## src/rtl/uart_tx_arbiter.sv

```systemverilog
// ---------------------------------------------------------------------------
// uart_tx_arbiter
// Round-robin scheduler that shares one UART transmitter between NUM_REQ
// byte sources. A winning request has its byte latched, the transmitter is
// triggered with a one-cycle tx_en, and the arbiter then waits for tx_done.
// When tx_done arrives, the owning requester is told that its frame is
// finished. An optional idle gap can be forced between frames, and an
// optional watchdog abandons a frame whose tx_done never arrives.
//
// Ports:
//   PCLK        system clock
//   PRESET      synchronous active-high reset
//   req         per-requester request, held with stable data until req_ack
//   req_data    packed request bytes, requester i at [i*DATA_BITS +: DATA_BITS]
//   req_ack     one-hot 1-cycle pulse: byte accepted (LAUNCH cycle)
//   req_done    one-hot 1-cycle pulse: that requester's frame finished
//   tx_en       1-cycle trigger to the transmitter
//   tx_data     byte to the transmitter, stable from tx_en until next grant
//   tx_busy     transmitter busy (only looked at in IDLE)
//   tx_done     transmitter done pulse (only looked at in WAIT_DONE)
//   grant_id    index of current / last granted requester
//   arb_busy    high in every state except IDLE
//   timeout_err 1-cycle pulse when the watchdog expires
// ---------------------------------------------------------------------------
module uart_tx_arbiter #(
    parameter int NUM_REQ      = 4,
    parameter int DATA_BITS    = 8,
    parameter int GAP_CLKS     = 0,
    parameter int TIMEOUT_CLKS = 200000
) (
    input  logic                         PCLK,
    input  logic                         PRESET,
    input  logic [NUM_REQ-1:0]           req,
    input  logic [NUM_REQ*DATA_BITS-1:0] req_data,
    output logic [NUM_REQ-1:0]           req_ack,
    output logic [NUM_REQ-1:0]           req_done,
    output logic                         tx_en,
    output logic [DATA_BITS-1:0]         tx_data,
    input  logic                         tx_busy,
    input  logic                         tx_done,
    output logic [$clog2(NUM_REQ)-1:0]   grant_id,
    output logic                         arb_busy,
    output logic                         timeout_err
);

    localparam int ID_W  = $clog2(NUM_REQ);
    localparam int TO_W  = (TIMEOUT_CLKS > 0) ? $clog2(TIMEOUT_CLKS + 1) : 1;
    localparam int GAP_W = (GAP_CLKS > 0) ? $clog2(GAP_CLKS + 1) : 1;

    // Terminal counts; unused (held at zero) when the feature is disabled.
    localparam logic [TO_W-1:0]  TO_LAST  = (TIMEOUT_CLKS > 0) ? TO_W'(TIMEOUT_CLKS - 1) : {TO_W{1'b0}};
    localparam logic [GAP_W-1:0] GAP_LAST = (GAP_CLKS > 0) ? GAP_W'(GAP_CLKS - 1) : {GAP_W{1'b0}};
    // Pointer starts at the top index so requester 0 is scanned first.
    localparam logic [ID_W-1:0]  LAST_RST = ID_W'(NUM_REQ - 1);

    typedef enum logic [1:0] {
        ST_IDLE      = 2'd0,
        ST_LAUNCH    = 2'd1,
        ST_WAIT_DONE = 2'd2,
        ST_GAP       = 2'd3
    } state_t;

    state_t               state_r,    state_s;
    logic [ID_W-1:0]      last_r,     last_s;
    logic [ID_W-1:0]      grant_r,    grant_s;
    logic [DATA_BITS-1:0] data_r,     data_s;
    logic [TO_W-1:0]      to_cnt_r,   to_cnt_s;
    logic [GAP_W-1:0]     gap_cnt_r,  gap_cnt_s;
    logic [NUM_REQ-1:0]   done_r,     done_s;
    logic                 terr_r,     terr_s;

    // One-hot decode of a requester index.
    function automatic logic [NUM_REQ-1:0] id_onehot(input logic [ID_W-1:0] id);
        logic [NUM_REQ-1:0] v;
        v = {NUM_REQ{1'b0}};
        for (int i = 0; i < NUM_REQ; i++) begin
            if (id == ID_W'(i)) begin
                v[i] = 1'b1;
            end else begin
                v[i] = 1'b0;
            end
        end
        return v;
    endfunction

    // First asserted request scanning last+1, last+2, ... modulo NUM_REQ.
    function automatic logic [ID_W-1:0] rr_pick(input logic [NUM_REQ-1:0] r,
                                                input logic [ID_W-1:0]    last);
        logic [ID_W-1:0] pick;
        logic [ID_W-1:0] idx;
        logic            found;
        pick  = last;
        found = 1'b0;
        for (int i = 1; i <= NUM_REQ; i++) begin
            idx = ID_W'((int'(last) + i) % NUM_REQ);
            if (!found && r[idx]) begin
                pick  = idx;
                found = 1'b1;
            end else begin
                found = found;
            end
        end
        return pick;
    endfunction

    // Byte of the requester with the given index.
    function automatic logic [DATA_BITS-1:0] byte_of(input logic [NUM_REQ*DATA_BITS-1:0] d,
                                                     input logic [ID_W-1:0]              id);
        logic [DATA_BITS-1:0] b;
        b = {DATA_BITS{1'b0}};
        for (int i = 0; i < NUM_REQ; i++) begin
            if (id == ID_W'(i)) begin
                b = d[i*DATA_BITS +: DATA_BITS];
            end else begin
                b = b;
            end
        end
        return b;
    endfunction

    // Next-state and next-datapath computation for the scheduler.
    always_comb begin
        state_s   = state_r;
        last_s    = last_r;
        grant_s   = grant_r;
        data_s    = data_r;
        to_cnt_s  = to_cnt_r;
        gap_cnt_s = gap_cnt_r;
        done_s    = {NUM_REQ{1'b0}};
        terr_s    = 1'b0;
        case (state_r)
            ST_IDLE: begin
                if ((|req) && !tx_busy) begin
                    grant_s = rr_pick(req, last_r);
                    data_s  = byte_of(req_data, grant_s);
                    state_s = ST_LAUNCH;
                end else begin
                    state_s = ST_IDLE;
                end
            end
            ST_LAUNCH: begin
                last_s   = grant_r;
                to_cnt_s = {TO_W{1'b0}};
                state_s  = ST_WAIT_DONE;
            end
            ST_WAIT_DONE: begin
                // tx_done takes priority over a watchdog expiry in the same cycle.
                if (tx_done) begin
                    done_s    = id_onehot(grant_r);
                    gap_cnt_s = {GAP_W{1'b0}};
                    state_s   = (GAP_CLKS > 0) ? ST_GAP : ST_IDLE;
                end else if ((TIMEOUT_CLKS > 0) && (to_cnt_r == TO_LAST)) begin
                    terr_s    = 1'b1;
                    gap_cnt_s = {GAP_W{1'b0}};
                    state_s   = (GAP_CLKS > 0) ? ST_GAP : ST_IDLE;
                end else if ((TIMEOUT_CLKS > 0) && (to_cnt_r != TO_LAST)) begin
                    to_cnt_s = to_cnt_r + TO_W'(1'b1);
                end else begin
                    to_cnt_s = to_cnt_r;
                end
            end
            ST_GAP: begin
                if (gap_cnt_r == GAP_LAST) begin
                    state_s = ST_IDLE;
                end else begin
                    gap_cnt_s = gap_cnt_r + GAP_W'(1'b1);
                end
            end
            default: begin
                state_s = ST_IDLE;
            end
        endcase
    end

    // State and datapath registers with synchronous reset.
    always_ff @(posedge PCLK) begin
        if (PRESET) begin
            state_r   <= ST_IDLE;
            last_r    <= LAST_RST;
            grant_r   <= {ID_W{1'b0}};
            data_r    <= {DATA_BITS{1'b0}};
            to_cnt_r  <= {TO_W{1'b0}};
            gap_cnt_r <= {GAP_W{1'b0}};
            done_r    <= {NUM_REQ{1'b0}};
            terr_r    <= 1'b0;
        end else begin
            state_r   <= state_s;
            last_r    <= last_s;
            grant_r   <= grant_s;
            data_r    <= data_s;
            to_cnt_r  <= to_cnt_s;
            gap_cnt_r <= gap_cnt_s;
            done_r    <= done_s;
            terr_r    <= terr_s;
        end
    end

    // Moore outputs decoded only from registered state.
    always_comb begin
        tx_en    = 1'b0;
        req_ack  = {NUM_REQ{1'b0}};
        arb_busy = 1'b0;
        if (state_r == ST_LAUNCH) begin
            tx_en   = 1'b1;
            req_ack = id_onehot(grant_r);
        end else begin
            tx_en   = 1'b0;
            req_ack = {NUM_REQ{1'b0}};
        end
        if (state_r != ST_IDLE) begin
            arb_busy = 1'b1;
        end else begin
            arb_busy = 1'b0;
        end
    end

    assign tx_data     = data_r;
    assign grant_id    = grant_r;
    assign req_done    = done_r;
    assign timeout_err = terr_r;

endmodule

```

## config.mk

```make
export PLATFORM = sky130hd
export DESIGN_NAME = uart_tx_arbiter
export DESIGN_NICKNAME = d
export VERILOG_FILES = /design/src/rtl/uart_tx_arbiter.sv
export SDC_FILE = /design/constraint.sdc
export NUM_CORES = 1
export LEC_CHECK = 0
export BUFFER_PORTS_ARGS = -buffer_cell sky130_fd_sc_hd__buf_2
export CAP_MARGIN = 20
export CORE_MARGIN = 4
export CORE_UTILIZATION = 45
export CTS_BUF_LIST = sky130_fd_sc_hd__clkbuf_2
export DETAILED_ROUTE_END_ITERATION = 8
export PLACE_DENSITY = 0.71
export SLEW_MARGIN = 40
export SYNTH_ARGS = -nofsm -noshare
export SYNTH_HDL_FRONTEND = slang
export SYNTH_SLANG_ARGS = --single-unit
```

## constraint.sdc

```tcl
create_clock -name PCLK -period 4.2 [get_ports PCLK]
set_input_delay 0.63 -clock PCLK [delete_from_list [all_inputs] [get_ports PCLK]]
set_output_delay 0.63 -clock PCLK [all_outputs]
set_load 0.01 [all_outputs]
```

==> results.cfg <==
[floorplanning]
die_area_um2 = 5600
core_area_um2 = 4320
row_count = 24
ios = 61
initial_core_util_pct = 46.5
die_h_um = 74.8
die_x_um = 74.8

[global_route]
grtUsageMet1_pct = 22.7
overflow = 0
grt_usage_pct = 18.3
antenna_found_initial = 0
grt_pass1_vias = 1888
use_met3_pct = 4.14
grt_max_degree = 22
grt_pass1_wl_um = 8080
met2_usage_pct = 30.9
grt.busiest_layer = met2

[cts]
clk_latency_ns = 0.37
cts_buffer_depth = 2
cts_buffers = 5
clk_pin_slew_ns = 0.19
htree_levels = 2
root_buffer = clkbuf_2
clock_sinks = 37
post-cts-setup-buffers = 0
cts_tree = yes
postCtsHoldBufs = 0
cts_resized = 0

[sta]
maxSlewViolCount = 0
rsz0062_at_grt = false
finClkSkew_ns = 0.0136
worst_pin_slew_ns = 0.771
fin_setup_tns_ns = 0
final_hold_viol_count = 0
period_needed_ns = 2.23
layout_setup_ws_ns = 1.97
slew_headroom_pct = 48.4
setup_viol = 0
hold_ws_ns = 0.427
max_freq_ghz = 0.449
finalCritPeriodShare_pct = 53.1

[place]
portBuffers = 60
place.detailed.hpwl_um = 3820
gp_congestion = 0.861
dpl_worst_slack_ns = 1.97

[cells_and_area]
n_fill_cell = 428
multi_input_area_um2 = 1220
drive_gt1_share_pct = 25.0
antennaDiodeCount = 0
seq_area_um2 = 741
syn_to_final_growth_pct = 18.3
final_nets = 344

[pwr]
power_frac_comb_pct = 18.9
power_switching_mw = 0.194
peakVddDrop_v = 0.000167
p_int_mw = 0.458
p_clk_share_pct = 23.3
p_seq_share_pct = 57.9
swShare_pct = 29.8
total_leakage_power_nw = 0.918
power_density_nw_per_um2 = 274
finalPower_mw = 0.651

[routing]
viasPerCell = 5.80
routedWlPerCell_um = 14.2
vias = 2064
drtIter0Drc = 133
ant_nets = 0
drc = 0
first_pass_iters = 4
routed_wl_um = 5060

[logic_synthesis]
avgSynthCellArea_um2 = 8.27
ys_seq_area_share_pct = 36.9
synth-seq-cells = 37
synthCells = 243
synth_edf_count = 0
yosysWarnings = 0
synth_nets = 284
synth_cell_types = 45
ys_async_sr_fraction_pct = 0
synth_ff_type = dfxtp_1
syn_area_um2 = 2010

[worst_setup_path]
crit_arrival_ns = 1.60
critical_path_class = flop to output port
end_kind = output port
cp.required_ns = 3.57
worstPathMaxFanout = 15
ff2ff_setup_slack_ns = 2.18
cp-start-kind = flop
r2r-start = to_cnt_r[0]$_SDFFE_PP0P_
crit_start = state_r[1]$_SDFFE_PP0P_

[run]
max-cap-violations = 0

[min_path]
worstHoldStart = tx_busy
hp-class = primary input to flop

[status]
status = completed
synth_stat cells (all sizes together) (2+ instances only):
library cell	instances	area [µm²]
inv	2	7.51
nand3b	5	37.5
nand4	2	12.5
nor2	16	62.6
o31ai	4	30.0
a21o	3	22.5
nand3	12	60.1
o31a	8	70.1
o211ai	10	75.1
mux2i	10	100
o311ai	2	17.5
or3	8	50.1
a21oi	13	68.8
dfxtp	37	741
and2	2	12.5
nand2b	7	43.8
nand2	37	139
clkbuf	3	11.3
o21ai	11	58.8
nor3	8	45.0
a31oi	7	43.8
or4	6	45.0
nor4	3	25.0
and4	8	70.1
buf	5	31.3
power groups by stage:
stage          combinational (mW)  clock (mW)  sequential, mW
2_1_floorplan              0.0725           0           0.387
6_report                    0.123       0.152           0.377
5_1_grt                     0.137       0.175           0.380
3_3_place_gp                0.122           0           0.384
3_5_place_dp                0.123           0           0.384
4_1_cts                     0.123       0.158           0.377
through the flow:
step	cells	area, µm²	utilization (%)
floorplan	243	2010	-
global placement	348	2340	54.1
detailed placement	348	2340	54.1
CTS	356	2380	55.0
global route	356	2380	55.0
finish	356	2380	55.0
layout by cell type, fill, tap and decap left out, types with 2 or more instances in the layout:
cell and instances:
o31a_1 8, buf_2 60, o311ai_0 2, nand2b_1 7, and2_1 2, or4_1 6
o31ai_1 4, nand3b_1 5, and4_1 8, a21oi_1 12, o211ai_1 10, inv_1 2
or3_1 8, nand4_1 2, clkbuf_2 5, mux2i_1 10, a21o_1 3, nand2_1 37
nor4_1 2, o21ai_0 10, nand3_1 12, a31oi_1 7, dfxtp_1 37, nor3_1 7
nor2_1 15, clkinv_1 2
worst max-delay path: stages (launching register included):
cell and delay [ns]:
dfxtp_1 0.39, nand2b_1 0.49, inv_1 0.17, buf_2 0.18
cell families after synthesis:
| family | count (synthesis) | share of synthesized area (%) |
|---|---|---|
| adders and majority gates | 1 | 0.623 |
| xor gates and xnor gates | 1 | 0.436 |
| and+or+nand+nor | 122 | 33.6 |
| DFF | 37 | 36.9 |
| buffers and inverters | 10 | 2.49 |
| AOI/OAI and AO/OA | 62 | 21.0 |
| muxes | 10 | 4.98 |
state kept, by name, indices dropped and copies added, names as in the netlist:
| register | cells |
|---|---|
| state_r | 2 |
| tx_data | 8 |
| to_cnt_r | 18 |
| grant_id | 2 |
| timeout_err | 1 |
| req_done | 4 |
| last_r | 2 |
final cells by class:
class | count | area share [%]
tap | 52 | 2.74
sequential | 37 | 31.2
clock inverter | 3 | 0.526
clock buffer | 5 | 1.05
inverter | 2 | 0.316
timing repair buffer | 61 | 12.9
multi-input combinational | 196 | 51.3
worst paths after layout:
check,cells past startpoint,end
max,3,tx_en
min,2,state_r[0]$_SDFFE_PP0P_
max reg2reg,6,to_cnt_r[6]$_SDFFE_PP0P_
min reg2reg,2,tx_data[3]$_SDFFE_PP0P_
metal layers:
layer,wire [µm],part of all wire (%)
met3,290,5.7
met2,2430,48
met4,80,1.6
met5,0,0
met1,2270,45
Note: power is estimated with default switching activity, not from simulation.
